File: config.mk
export PLATFORM = sky130hd
export DESIGN_NAME = mem_stage_lsu
export DESIGN_NICKNAME = d
export VERILOG_FILES = /design/src/rtl/mem_stage_lsu.sv
export SDC_FILE = /design/constraint.sdc
export NUM_CORES = 1
export LEC_CHECK = 0
export ABC_AREA = 0
export BUFFER_PORTS_ARGS = -buffer_cell sky130_fd_sc_hd__buf_2
export CAP_MARGIN = 40
export CORE_MARGIN = 3
export CORE_UTILIZATION = 45
export CTS_CLUSTER_DIAMETER = 30
export DETAILED_ROUTE_END_ITERATION = 8
export GPL_ROUTABILITY_DRIVEN = 0
export PLACE_DENSITY = 0.71
export SLEW_MARGIN = 20
export SYNTH_ARGS = -nofsm -noshare
export SYNTH_HDL_FRONTEND = slang
export SYNTH_SLANG_ARGS = --single-unit
export TNS_END_PERCENT = 20
File: constraint.sdc
create_clock -name clk -period 4.95 [get_ports clk]
set_input_delay 0.495 -clock clk [delete_from_list [all_inputs] [get_ports clk]]
set_output_delay 0.495 -clock clk [all_outputs]
set_load 0.005 [all_outputs]
File: src/rtl/mem_stage_lsu.sv
// M-stage load/store unit: valid/grant/rvalid doubleword bus master.
// Ports: EX|M request in, stall/done/err/rdata to pipeline, mem_* bus.
module mem_stage_lsu #(
  parameter int ADDR_W = 64
) (
  input  logic              clk,
  input  logic              rst,
  input  logic              req_valid,
  input  logic              req_read,
  input  logic              req_write,
  input  logic [2:0]        req_funct3,
  input  logic [ADDR_W-1:0] req_addr,
  input  logic [63:0]       req_wdata,
  output logic              stall,
  output logic              done,
  output logic [63:0]       rdata,
  output logic              err,
  output logic              mem_req,
  output logic              mem_we,
  output logic [ADDR_W-1:0] mem_addr,
  output logic [7:0]        mem_wstrb,
  output logic [63:0]       mem_wdata,
  input  logic              mem_gnt,
  input  logic              mem_rvalid,
  input  logic [63:0]       mem_rdata
);

  typedef enum logic [1:0] {
    IDLE, REQ, WAIT_R, DONE
  } state_t;

  state_t            state_q, state_d;
  logic [ADDR_W-1:0] addr_q, addr_d;
  logic [2:0]        f3_q, f3_d;
  logic [63:0]       wdata_q, wdata_d;
  logic              we_q, we_d;
  logic              err_q, err_d;
  logic [63:0]       rdata_q, rdata_d;

  logic        req_in;
  logic        misal;
  logic        bad_in;
  logic [2:0]  lane;
  logic [63:0] sh;
  logic [63:0] fmt;

  assign req_in = req_valid & (req_read | req_write);
  assign lane   = addr_q[2:0];
  assign sh     = mem_rdata >> {lane, 3'b000};

  always_comb begin
    misal = 1'b0;
    case (req_funct3[1:0])
      2'b01:   misal = req_addr[0];
      2'b10:   misal = |req_addr[1:0];
      2'b11:   misal = |req_addr[2:0];
      default: misal = 1'b0;
    endcase
    bad_in = (req_read & req_write)
           | (req_funct3 == 3'b111)
           | (req_write & req_funct3[2])
           | misal;
  end

  always_comb begin
    fmt = 64'h0;
    case (f3_q)
      3'b000:  fmt = {{56{sh[7]}}, sh[7:0]};
      3'b001:  fmt = {{48{sh[15]}}, sh[15:0]};
      3'b010:  fmt = {{32{sh[31]}}, sh[31:0]};
      3'b011:  fmt = sh;
      3'b100:  fmt = {56'h0, sh[7:0]};
      3'b101:  fmt = {48'h0, sh[15:0]};
      3'b110:  fmt = {32'h0, sh[31:0]};
      default: fmt = 64'h0;
    endcase
  end

  always_comb begin
    state_d = state_q;
    addr_d  = addr_q;
    f3_d    = f3_q;
    wdata_d = wdata_q;
    we_d    = we_q;
    err_d   = err_q;
    rdata_d = rdata_q;
    unique case (state_q)
      IDLE: begin
        if (req_in) begin
          addr_d  = req_addr;
          f3_d    = req_funct3;
          wdata_d = req_wdata;
          we_d    = req_write;
          err_d   = bad_in;
          state_d = bad_in ? DONE : REQ;
        end
      end
      REQ: begin
        if (mem_gnt) state_d = we_q ? DONE : WAIT_R;
      end
      WAIT_R: begin
        if (mem_rvalid) begin
          rdata_d = fmt;
          state_d = DONE;
        end
      end
      DONE: begin
        err_d   = 1'b0;
        state_d = IDLE;
      end
      default: state_d = IDLE;
    endcase
  end

  always_ff @(posedge clk or negedge rst) begin
    if (!rst) begin
      state_q <= IDLE;
      addr_q  <= '0;
      f3_q    <= '0;
      wdata_q <= '0;
      we_q    <= 1'b0;
      err_q   <= 1'b0;
      rdata_q <= '0;
    end else begin
      state_q <= state_d;
      addr_q  <= addr_d;
      f3_q    <= f3_d;
      wdata_q <= wdata_d;
      we_q    <= we_d;
      err_q   <= err_d;
      rdata_q <= rdata_d;
    end
  end

  // Reset gates stall so a held req_valid cannot freeze the pipe in reset.
  assign stall = rst & ((state_q == IDLE & req_in)
                      | state_q == REQ
                      | state_q == WAIT_R);
  assign done     = state_q == DONE;
  assign err      = done & err_q;
  assign rdata    = rdata_q;
  assign mem_req  = state_q == REQ;
  assign mem_we   = mem_req & we_q;
  assign mem_addr = {addr_q[ADDR_W-1:3], 3'b000};

  always_comb begin
    mem_wstrb = 8'h00;
    mem_wdata = 64'h0;
    if (mem_we) begin
      case (f3_q[1:0])
        2'b00: begin
          mem_wstrb = 8'h01 << lane;
          mem_wdata = {8{wdata_q[7:0]}};
        end
        2'b01: begin
          mem_wstrb = 8'h03 << lane;
          mem_wdata = {4{wdata_q[15:0]}};
        end
        2'b10: begin
          mem_wstrb = 8'h0F << lane;
          mem_wdata = {2{wdata_q[31:0]}};
        end
        default: begin
          mem_wstrb = 8'hFF;
          mem_wdata = wdata_q;
        end
      endcase
    end
  end

endmodule

======== Word-level counts from Yosys, hierarchy flattened ========
Cells that the tools add are included.
word-level totals
  register bits after elaboration ......... 199
  output and inout port bits .............. 205
  word-level logic and storage cells ...... 66
cells by class
  eq/ne operators ......................... 18
  shift operators ......................... 4
  mux-type cells .......................... 14
  bitwise logic cells ..................... 13
  reductions and logical operators ........ 10
operator list
  operator                                                           number
  64-bit case mux with 7 select lines                                1
  64-bit case mux with 3 select lines                                1
  64-bit 2-to-1 mux                                                  1
  64-bit by 6-bit right shift with 64-bit output                     1
  8-bit case mux with 3 select lines                                 1
  3-bit == test, second input constant                               4
  2-bit == test, second input constant                               5
  2-bit 2-to-1 mux                                                   4
  8-bit 2-to-1 mux                                                   1
  2-bit case mux with 4 select lines                                 1
  1-bit by 3-bit << shifter with 8-bit output, first input constant  1
  2-bit by 3-bit << shifter with 8-bit output, first input constant  1
  4-bit by 3-bit << shifter with 8-bit output, first input constant  1
  1-bit AND                                                          7
  2-bit by 1-bit == test with 1-bit output, second input constant    3
  3-bit by 2-bit == test with 1-bit output, second input constant    2
  1-bit bitwise OR                                                   6
  2-bit AND reduction                                                3
  2-bit zero test                                                    2
  2-bit != test, second input constant                               2
  3-bit by 1-bit == test with 1-bit output, second input constant    1
  3-bit zero test                                                    1
  1-bit case mux with 3 select lines                                 1
  3-bit AND reduction                                                1
  6 further kinds                                                    7

======== Longest topological paths before layout ========
Gate-level depths: netlist of run 1.
  depth after elaboration ................. 7
  mapped depth ............................ 9

======== Worst setup path before layout of run 1 ========
Ideal clock, no wire load.
  path kind ............................... register to output
  from .................................... reg f3_q[0]
  to ...................................... out mem_wdata[48]
  data arrival time ....................... 1.845 ns
  data required time ...................... 4.455 ns
  slack ................................... 2.610 ns
  cell stages (with the launch flop) ...... 10
  buffers on the path ..................... 2
  cells stage by stage .................... dfrtp_1 > inv_1 > ha_1 > clkbuf_1 > buf_2 > nor2_1 > nor2_1 > nand2_1 > o21a_1 > a21oi_1
on the way
  longest elaborated chain between the ends .. 3
  elaborated cells on any way between the ends .. 5
  those cells by class .................... 2 x eq/ne; 2 x mux; 1 x reduce/logical
RTL lines
  what                                     RTL line  source
  start: declaration                       34        logic [2:0] f3_q, f3_d;
  start signal: assignment                 119       f3_q <= '0;
  start signal: assignment                 127       f3_q <= f3_d;
  2-bit == test (tied with other cells)    150       case (f3_q[1:0])
  64-bit case mux with 3 select lines (*)  150
  64-bit 2-to-1 mux (*)                    149       if (mem_we) begin
  end: declaration                         22        output logic [63:0] mem_wdata,
Every way passes the cells marked *; elsewhere a longest branch is shown, timed or not.

======== Worst setup path in the final report of run 1 ========
  from .................................... reg state_q[1]
  to ...................................... out mem_wdata[53]
on the way
  longest elaborated chain between the ends .. 3
RTL lines
  what                                      RTL line  source
  start: declaration                        32        state_t state_q, state_d;
  start signal: assignment                  125       state_q <= state_d;
  2-bit by 1-bit == test with 1-bit output  142       assign mem_req = state_q == REQ;
  1-bit AND                                 143       assign mem_we = mem_req & we_q;
  64-bit 2-to-1 mux                         149
Every way passes these cells.

==> flow_metrics.tcl, run 1 <==
set metrics [dict create \
    rr_worst_depth 7 \
    ys_ff_latch 199 \
    synth_edf_count 0 \
    ys_top_cells_by_area "dfrtp_1, mux2_2, buf_4" \
    highest_layer "met5" \
    cts_tree "done" \
    synth.avg_cell_area_um2 10.7 \
    relSlewSlack_pct 41.2 \
    met2WireLength_mm 18.0 \
    min_period_ps 3380 \
    syn-instance-count 1078 \
    peakVddDrop_uv 294 \
    regArea_um2 4980 \
    io_pins 407 \
    clockPowerShare_pct 16.2 \
    coreArea_um2 25200 \
    place_hpwl_mm 27.9 \
    synthFlopType "dfrtp_1" \
    ys_types 54 \
    intPower_mw 5.21 \
    outcome "completed" \
    net-switching-power_mw 3.90 \
    synth-async-reset-ratio_pct 100 \
    dr_total_vias 10121 \
    place_area_um2 13300 \
    cts_sinks 199 \
    comb_power_share_pct 50.6 \
    cellPowerDensity_nw_per_um2 654 \
    nFillCells 2240 \
    worst-path-stages 8 \
    grt_max_degree 133 \
    wl_met3_mm 3.48 \
    yosysTopAreaCell "dfrtp_1" \
    fmax_ghz 0.296 \
    cpPeakStageDelay_ps 480 \
    drv_slew 0 \
    ys_warn_count 0 \
    syn-cell-area_um2 11600 \
    finalSetupTns_ps 0 \
    detail_route.iter0.violations 1106 \
    hold_viol_final 0 \
    synth_top_area_share_pct 43.1 \
    total_power_mw 9.11 \
    cp_top_family "simple AND/OR/NAND/NOR gates" \
    cts_buffers 17 \
    fin_crit_sh_pct 68.3 \
    holdBufCountCts 0 \
    wl_met1_mm 15.5 \
    syn_to_final_growth_pct 20.6 \
    drc_errors 0 \
    cts_setup_buffers 0 \
    clk_latency_ps 440 \
    path_buf_inv 2 \
    antenna_found_initial 8 \
    clockBufferDepth 2 \
    die_h_um 166 \
    synth_common_cells "dfrtp_1, mux2_2, nand2_1" \
    overflow 0 \
    start_util_pct 45.9 \
    dieArea_um2 27600 \
    grt_setup_unrepaired "false" \
    grt_pass1_wl_mm 59.3 \
    path_max_fanout 19 \
    grt_util_all_layers_pct 27.0 \
    path_clk_slew_ps 80 \
    multi_input_area_um2 5560 \
    die-width_um 166 \
    synth-seq-area-share_pct 43.1 \
    seq_power_share_pct 33.2 \
    ctsResizeCount 0 \
    yosysMostFrequentCell "dfrtp_1" \
    arrival_ps 2890 \
    required_ps 4450 \
    hold_path_class "in2async" \
    grt_pass1_vias 10046 \
    start_kind "flop" \
    dr.pass1.iters 5 \
    maxCapViolCount 0 \
    io_buffers 403 \
    path_class "reg2out" \
    cp_cell_sequence "inv_1 > ha_1 > nand2_2 > nor2_1 > nand2_1 > o21a_1 > a21oi_1 > buf_2" \
    ctsHtreeMaxLevel 4 \
    fin_worst_skew_ps 12.0 \
    p_leak_nw 6.86 \
    design_area_um2 13900 \
    setup_violations 0 \
    crit_slowest_cell "nor2_1" \
    worst_pin_slew_ps 881 \
    p_sw_share_pct 42.8 \
    vias_per_cell 5.87 \
    layout.nets 1589 \
    wl_per_cell_um 22.3 \
    drtAntennaViolNets 0 \
    cts_root_buf "clkbuf_16" \
    routed_wl_mm 38.4 \
    cp-end-kind "output port" \
    rows 58 \
    drive_gt1_share_pct 47.4 \
]
-- logic make-up after synthesis --
| family | synth area share [%] |
|---|---|
| buffers and inverters | 8.94 |
| adders and majority gates | 1.19 |
| DFF | 43.1 |
| and+or+nand+nor | 6.62 |
| muxes | 21.1 |
| AOI/OAI and AO/OA | 19.0 |
| other | 0.0325 |
-- cells in the final DEF, fill, tap and decap left out, drive strengths merged, types with 3 or more instances in the layout --
cell type / Yosys / layout
buf: 104 / 421
dfrtp: 199 / 199
mux2: 141 / 141
a21oi: 101 / 101
nand2: 75 / 75
o21ai: 74 / 74
mux2i: 49 / 49
nor2: 48 / 48
inv: 37 / 47
a221o: 28 / 28
a22oi: 27 / 27
a221oi: 26 / 26
clkbuf: 41 / 19
mux4: 15 / 15
o21a: 13 / 13
ha: 11 / 11
nand2b: 10 / 10
o2bb2ai: 10 / 10
and3: 9 / 9
a211o: 7 / 7
diode: 0 / 5
o22ai: 5 / 5
a211oi: 5 / 5
nor3: 5 / 5
or2: 4 / 4
nor2b: 4 / 4
and2: 3 / 3
nand3: 3 / 3
a32oi: 3 / 3
o31ai: 3 / 3
conb: 1 / 3
-- worst reg2reg max path, stage by stage, from the launching register on --
cell,delay [ps]
dfrtp_1,560
buf_4,310
nor2_2,380
a22o_1,260
a2111oi_4,80
nor3_4,690
buf_4,480
a21oi_1,130
-- final cells by class --
cell class | instances | area share (%)
clock buffers | 18 | 3.08
well taps | 330 | 2.96
repair buffers | 422 | 15.9
multi-input cells | 699 | 39.9
clock inverters | 14 | 1.26
flip-flops and latches | 199 | 35.8
diodes | 5 | 0.0898
inverters | 37 | 0.997
-- through the flow --
stage	setup slack (ps)	util, %	hold slack, ps	instances
after global routing	1270	55.3	115	1723
after floorplan	2610	-	199	1080
final	1570	55.3	77.1	1724
after CTS	1560	55.1	117	1716
after detailed placement	2030	52.7	476	1684
after global placement	1960	52.6	461	1682
-- layer usage --
metal	track usage [%]	vias up
li1	-	4487
met1	35.5	4948
met2	44.1	598
met3	6.55	80
met4	9.51	8
met5	0	-
-- power groups by stage --
stage | clock network (mW) | logic [mW] | registers, mW
2_1_floorplan | 0 | 3.50 | 2.80
3_3_place_gp | 0 | 4.44 | 2.99
3_5_place_dp | 0 | 4.53 | 3.03
4_1_cts | 1.50 | 4.55 | 3.01
5_1_grt | 1.56 | 5.02 | 3.12
6_report | 1.47 | 4.61 | 3.03
-- flip-flops by register name, indices dropped and copies added (netlist names) --
register  flops
addr_q       64
rdata        64
wdata_q      64
f3_q          3
state_q       2
err_q         1
we_q          1
-- final timing paths --
path | from | to | slack, ps
min in group clk | req_wdata[4] | wdata_q[4] | 280
min | rst | rdata[2] | 80
max reg2reg | addr_q[1] | rdata[63] | 1940
max | state_q[1] | mem_wdata[53] | 1570
min reg2reg | rdata[5] | rdata[5] | 490
max in group asynchronous | rst | rdata[15] | 3670
Power figures use the tool's default switching activity.
==> run 2: changes to the inputs <==
--- a/config.mk
+++ b/config.mk
@@ -13,7 +13,7 @@
 export CTS_CLUSTER_DIAMETER = 30
 export DETAILED_ROUTE_END_ITERATION = 8
 export GPL_ROUTABILITY_DRIVEN = 0
-export PLACE_DENSITY = 0.71
+export PLACE_DENSITY = 0.74
 export SLEW_MARGIN = 20
 export SYNTH_ARGS = -nofsm -noshare
 export SYNTH_HDL_FRONTEND = slang
==> constraint.sdc (replaced) <==
create_clock -name clk -period 3.1 [get_ports clk]
set_input_delay 0.31 -clock clk [delete_from_list [all_inputs] [get_ports clk]]
set_output_delay 0.31 -clock clk [all_outputs]
set_load 0.005 [all_outputs]
==> flow_metrics.tcl, run 2 (synthesized netlist as in run 1, its figures left out) <==
set metrics [dict create \
    cts_sinks 199 \
    layout_commonest_cell "buf_2" \
    clockBufferDepth 2 \
    io_pins 407 \
    drc_errors 0 \
    crit_slowest_cell "o21ai_1" \
    drive_gt1_share_pct 48.1 \
    vias_per_cell 5.90 \
    grt_util_all_layers_pct 27.9 \
    grt_max_degree 108 \
    cts_root_buf "clkbuf_16" \
    relSlewSlack_pct 46.1 \
    cts_buffers 17 \
    intPower_mw 8.44 \
    cellPowerDensity_nw_per_um2 1050 \
    cp-end-kind "output port" \
    syn_to_final_growth_pct 21.8 \
    comb_power_share_pct 51.1 \
    fmax_ghz 0.350 \
    maxCapViolCount 0 \
    fin_crit_sh_pct 92.0 \
    outcome "completed" \
    hold_path_class "in2reg" \
    cts_setup_buffers 0 \
    min_period_ps 2850 \
    cpPeakStageDelay_ps 580 \
    path_clk_slew_ps 90 \
    dieArea_um2 27600 \
    hold_viol_final 0 \
    peakVddDrop_uv 463 \
    path_max_fanout 44 \
    place_hpwl_mm 29.4 \
    clk_latency_ps 440 \
    routed_wl_mm 39.6 \
    coreArea_um2 25200 \
    drv_slew 0 \
    cp_cell_sequence "inv_1 > ha_1 > buf_6 > o21ai_1 > nand2_1 > o2bb2ai_1 > buf_2" \
    start_util_pct 45.9 \
    grt_setup_unrepaired "false" \
    fin_worst_skew_ps 14.2 \
    worst_pin_slew_ps 806 \
    grt_pass1_wl_mm 60.6 \
    rows 58 \
    detail_route.iter0.violations 1148 \
    overflow 0 \
    io_buffers 403 \
    layout.nets 1605 \
    arrival_ps 2540 \
    final_cell_mix "buf_2, dfrtp_1, mux2_2" \
    holdWs_ps 88.5 \
    ctsHtreeMaxLevel 4 \
    grt_pass1_vias 10179 \
    wl_per_cell_um 22.7 \
    p_leak_nw 6.95 \
    clockPowerShare_pct 16.0 \
    dr.pass1.iters 7 \
    start_kind "flop" \
    die-width_um 166 \
    setup_violations 0 \
    required_ps 2790 \
    net-switching-power_mw 6.34 \
    die_h_um 166 \
    p_sw_share_pct 42.9 \
    antenna_found_initial 8 \
    drtAntennaViolNets 0 \
    dr_total_vias 10262 \
    seq_power_share_pct 32.9 \
    path_class "reg2out" \
    cts_tree "done" \
    finalSetupTns_ps 0 \
]
run 2: cell count changes in the layout (fill, tap and decap cells not counted), moves of 2 or more:
| cell | previous run | this run |
|---|---|---|
| clkinv_8 | 1 | 4 |
| inv_8 | 4 | 1 |
| inv_6 | 4 | 6 |
| inv_12 | 2 | 0 |
| buf_4 | 14 | 27 |
run 2: path summary, 6_finish.rpt:
| check | startpoint | end | slack (ps) | cells after the start |
|---|---|---|---|---|
| min reg2reg | rdata[7] | rdata[7] | 480 | 2 |
| max | f3_q[0] | mem_wdata[23] | 250 | 7 |
| min in group asynchronous | rst | wdata_q[49] | 390 | 2 |
| min | req_wdata[33] | wdata_q[33] | 90 | 2 |
| max in group asynchronous | rst | addr_q[52] | 1610 | 3 |
| max reg2reg | addr_q[0] | rdata[45] | 750 | 6 |
run 2: cell type report:
cell class / instances / area, µm²
antenna: 5 / 12.5
clock buffer: 18 / 439
clock inverter: 14 / 176
fill: 2198 / 11100
inverter: 37 / 139
multi-input combinational: 699 / 5560
sequential: 199 / 4980
tap: 330 / 413
timing repair buffer: 438 / 2340
run 2: through the flow:
step           std cells  power (mW)  instance area [µm²]  setup WS (ps)  utilization (%)
2_1_floorplan       1080        10.1                11600            945                -
3_3_place_gp        1698        12.0                13400            281             53.2
3_5_place_dp        1700        12.3                13400            623             53.2
4_1_cts             1733        14.7                14000            151             55.7
5_1_grt             1739        15.7                14100           63.6             55.9
6_report            1740        14.8                14100            247             55.9
run 2: what timing repair did:
item | CTS | global route
endpoints found under the setup margin | 0 | 2
hold buffers | 1 | 0
resized for setup | 0 | 2
hold endpoints to repair | 49 | 0
run 2: routing by layer:
layer	GRT usage, %	share of wire, %	up-vias
met2	44.5	47	651
met3	7.76	10	110
met4	11.6	4.0	8
met1	35.9	39	4991
li1	-	-	4502
met5	0	0.13	-
run 2: power by group through the flow:
| stage | clock, mW | combinational (mW) | sequential, mW |
|---|---|---|---|
| final | 2.37 | 7.55 | 4.86 |
| after global routing | 2.51 | 8.22 | 5.01 |
| after CTS | 2.41 | 7.48 | 4.83 |
| after detailed placement | 0 | 7.45 | 4.87 |
| after global placement | 0 | 7.23 | 4.81 |
| after floorplan | 0 | 5.59 | 4.48 |
run 2: worst max-delay path, delay by kind of cell, from the launching register on:
family / cells / cell delay [ps]
AND/OR/NAND/NOR: 1 / 110
buffers and inverters: 3 / 500
flip-flops: 1 / 420
AO/OA/AOI/OAI: 2 / 760
adder cells (fa/ha/maj): 1 / 300
==> run 3: changes to the inputs <==
--- a/config.mk
+++ b/config.mk
@@ -9,11 +9,11 @@
 export BUFFER_PORTS_ARGS = -buffer_cell sky130_fd_sc_hd__buf_2
 export CAP_MARGIN = 40
 export CORE_MARGIN = 3
-export CORE_UTILIZATION = 45
+export CORE_UTILIZATION = 35
 export CTS_CLUSTER_DIAMETER = 30
 export DETAILED_ROUTE_END_ITERATION = 8
 export GPL_ROUTABILITY_DRIVEN = 0
-export PLACE_DENSITY = 0.74
+export PLACE_DENSITY = 0.6
 export SLEW_MARGIN = 20
 export SYNTH_ARGS = -nofsm -noshare
 export SYNTH_HDL_FRONTEND = slang
==> flow_metrics.tcl, run 3 (synthesized netlist as in run 1, its figures left out) <==
set metrics [dict create \
    intPower_mw 8.34 \
    die_h_um 188 \
    p_leak_nw 6.91 \
    relSlewSlack_pct 50.7 \
    p_sw_share_pct 42.7 \
    final_cell_mix "buf_2, dfrtp_1, mux2_2" \
    cpPeakStageDelay_ps 450 \
    grt_pass1_wl_mm 61.3 \
    required_ps 2790 \
    die-width_um 188 \
    comb_power_share_pct 50.8 \
    drc_errors 0 \
    grt_max_degree 112 \
    cp-end-kind "output port" \
    drv_slew 0 \
    fmax_ghz 0.357 \
    cp_top_family "simple AND/OR/NAND/NOR gates" \
    place_hpwl_mm 30.6 \
    syn_to_final_growth_pct 22.5 \
    fin_crit_sh_pct 90.5 \
    path_clk_slew_ps 80 \
    cp_cell_sequence "inv_1 > ha_1 > buf_4 > nor2_1 > nor2_1 > nand2_1 > o21a_1 > a21oi_1 > buf_2" \
    cpMostUsedCell "nor2_1" \
    dr.pass1.iters 5 \
    total_power_mw 14.6 \
    io_pins 407 \
    dieArea_um2 35200 \
    crit_slowest_cell "dfrtp_1" \
    start_util_pct 36.1 \
    cts_root_buf "clkbuf_16" \
    path_class "reg2out" \
    worst_pin_slew_ps 739 \
    arrival_ps 2490 \
    dr_total_vias 10057 \
    hold_path_class "in2reg" \
    maxCapViolCount 0 \
    io_buffers 403 \
    coreArea_um2 32000 \
    cellPowerDensity_nw_per_um2 1030 \
    final_util_pct 44.2 \
    path_max_fanout 20 \
    path_buf_inv 3 \
    grt_pass1_vias 10044 \
    finalSetupTns_ps 0 \
    cts_buffers 17 \
    layout.nets 1603 \
    outcome "completed" \
    clockBufferDepth 2 \
    wl_per_cell_um 22.1 \
    setup_violations 0 \
    grt_util_all_layers_pct 22.5 \
    layout_commonest_cell "buf_2" \
    seq_power_share_pct 33.8 \
    cts_tree "done" \
    net-switching-power_mw 6.22 \
    peakVddDrop_uv 542 \
    overflow 0 \
    clk_latency_ps 450 \
    drtAntennaViolNets 0 \
    min_period_ps 2800 \
    vias_per_cell 5.45 \
    grt_setup_unrepaired "false" \
    hold_viol_final 0 \
    drive_gt1_share_pct 48.0 \
    start_kind "flop" \
    ctsHtreeMaxLevel 4 \
    rows 65 \
    routed_wl_mm 40.7 \
    clockPowerShare_pct 15.4 \
    cts_sinks 199 \
    fin_worst_skew_ps 8.71 \
    antenna_found_initial 8 \
    detail_route.iter0.violations 745 \
]
run 3: changes by cell type in the layout (fill, tap and decap cells not counted), moves of 2 or more:
cell	before	now
clkinvlp_4	0	3
clkinv_8	4	1
inv_6	6	3
buf_8	2	0
clkinv_4	2	4
run 3: power by group through the flow:
stage / Combinational, mW / Sequential (mW) / Clock [mW]
after floorplan: 5.59 / 4.48 / 0
after detailed placement: 7.39 / 4.95 / 0
after global placement: 7.29 / 4.89 / 0
final: 7.40 / 4.93 / 2.24
after global routing: 8.08 / 5.10 / 2.39
after CTS: 7.42 / 4.91 / 2.29
run 3: path summary, 6_finish.rpt:
kind / startpoint / to / slack [ps] / cells past startpoint
worst max-delay path: f3_q[1] / mem_wdata[48] / 300 / 9
worst min-delay path: req_wdata[7] / wdata_q[7] / 80 / 2
worst max register to register: addr_q[0] / rdata[62] / 640 / 6
worst min register to register: rdata[5] / rdata[5] / 480 / 2
max in group asynchronous: rst / wdata_q[33] / 1610 / 3
min in group asynchronous: rst / rdata[6] / 390 / 2
run 3: per-layer routing:
metal / up-vias / share of wire (%) / GRT usage [%]
met5: - / 0.057 / 0
met4: 4 / 2.7 / 7.97
met3: 59 / 8.2 / 5.53
met2: 536 / 48 / 36.9
met1: 4959 / 42 / 28.9
li1: 4499 / - / -
run 3: final cells by class:
type | instances | area, µm²
Timing Repair Buffer | 436 | 2330
Clock inverter | 14 | 146
Multi-Input combinational cell | 699 | 5570
Antenna cell | 6 | 15.0
Clock buffer | 18 | 429
Inverter | 37 | 139
Fill cell | 3166 | 17900
Sequential cell | 199 | 4980
Tap cell | 435 | 544
run 3: repair_timing:
item,in CTS,in global routing
hold buffers,1,0
buffers inserted,0,0
endpoints found under the setup margin,0,6
resized for setup,0,1
endpoints found under the hold margin,49,0
run 3: stage by stage:
| stage | cells | cell area, µm² | setup WS [ps] | hold WS (ps) |
|---|---|---|---|---|
| floorplan | 1080 | 11600 | 945 | 14.4 |
| global placement | 1805 | 13500 | 701 | 295 |
| detailed placement | 1805 | 13500 | 643 | 289 |
| CTS | 1838 | 14100 | 176 | 55.9 |
| global route | 1844 | 14100 | 44.7 | 58.0 |
| finish | 1844 | 14100 | 296 | 80.3 |
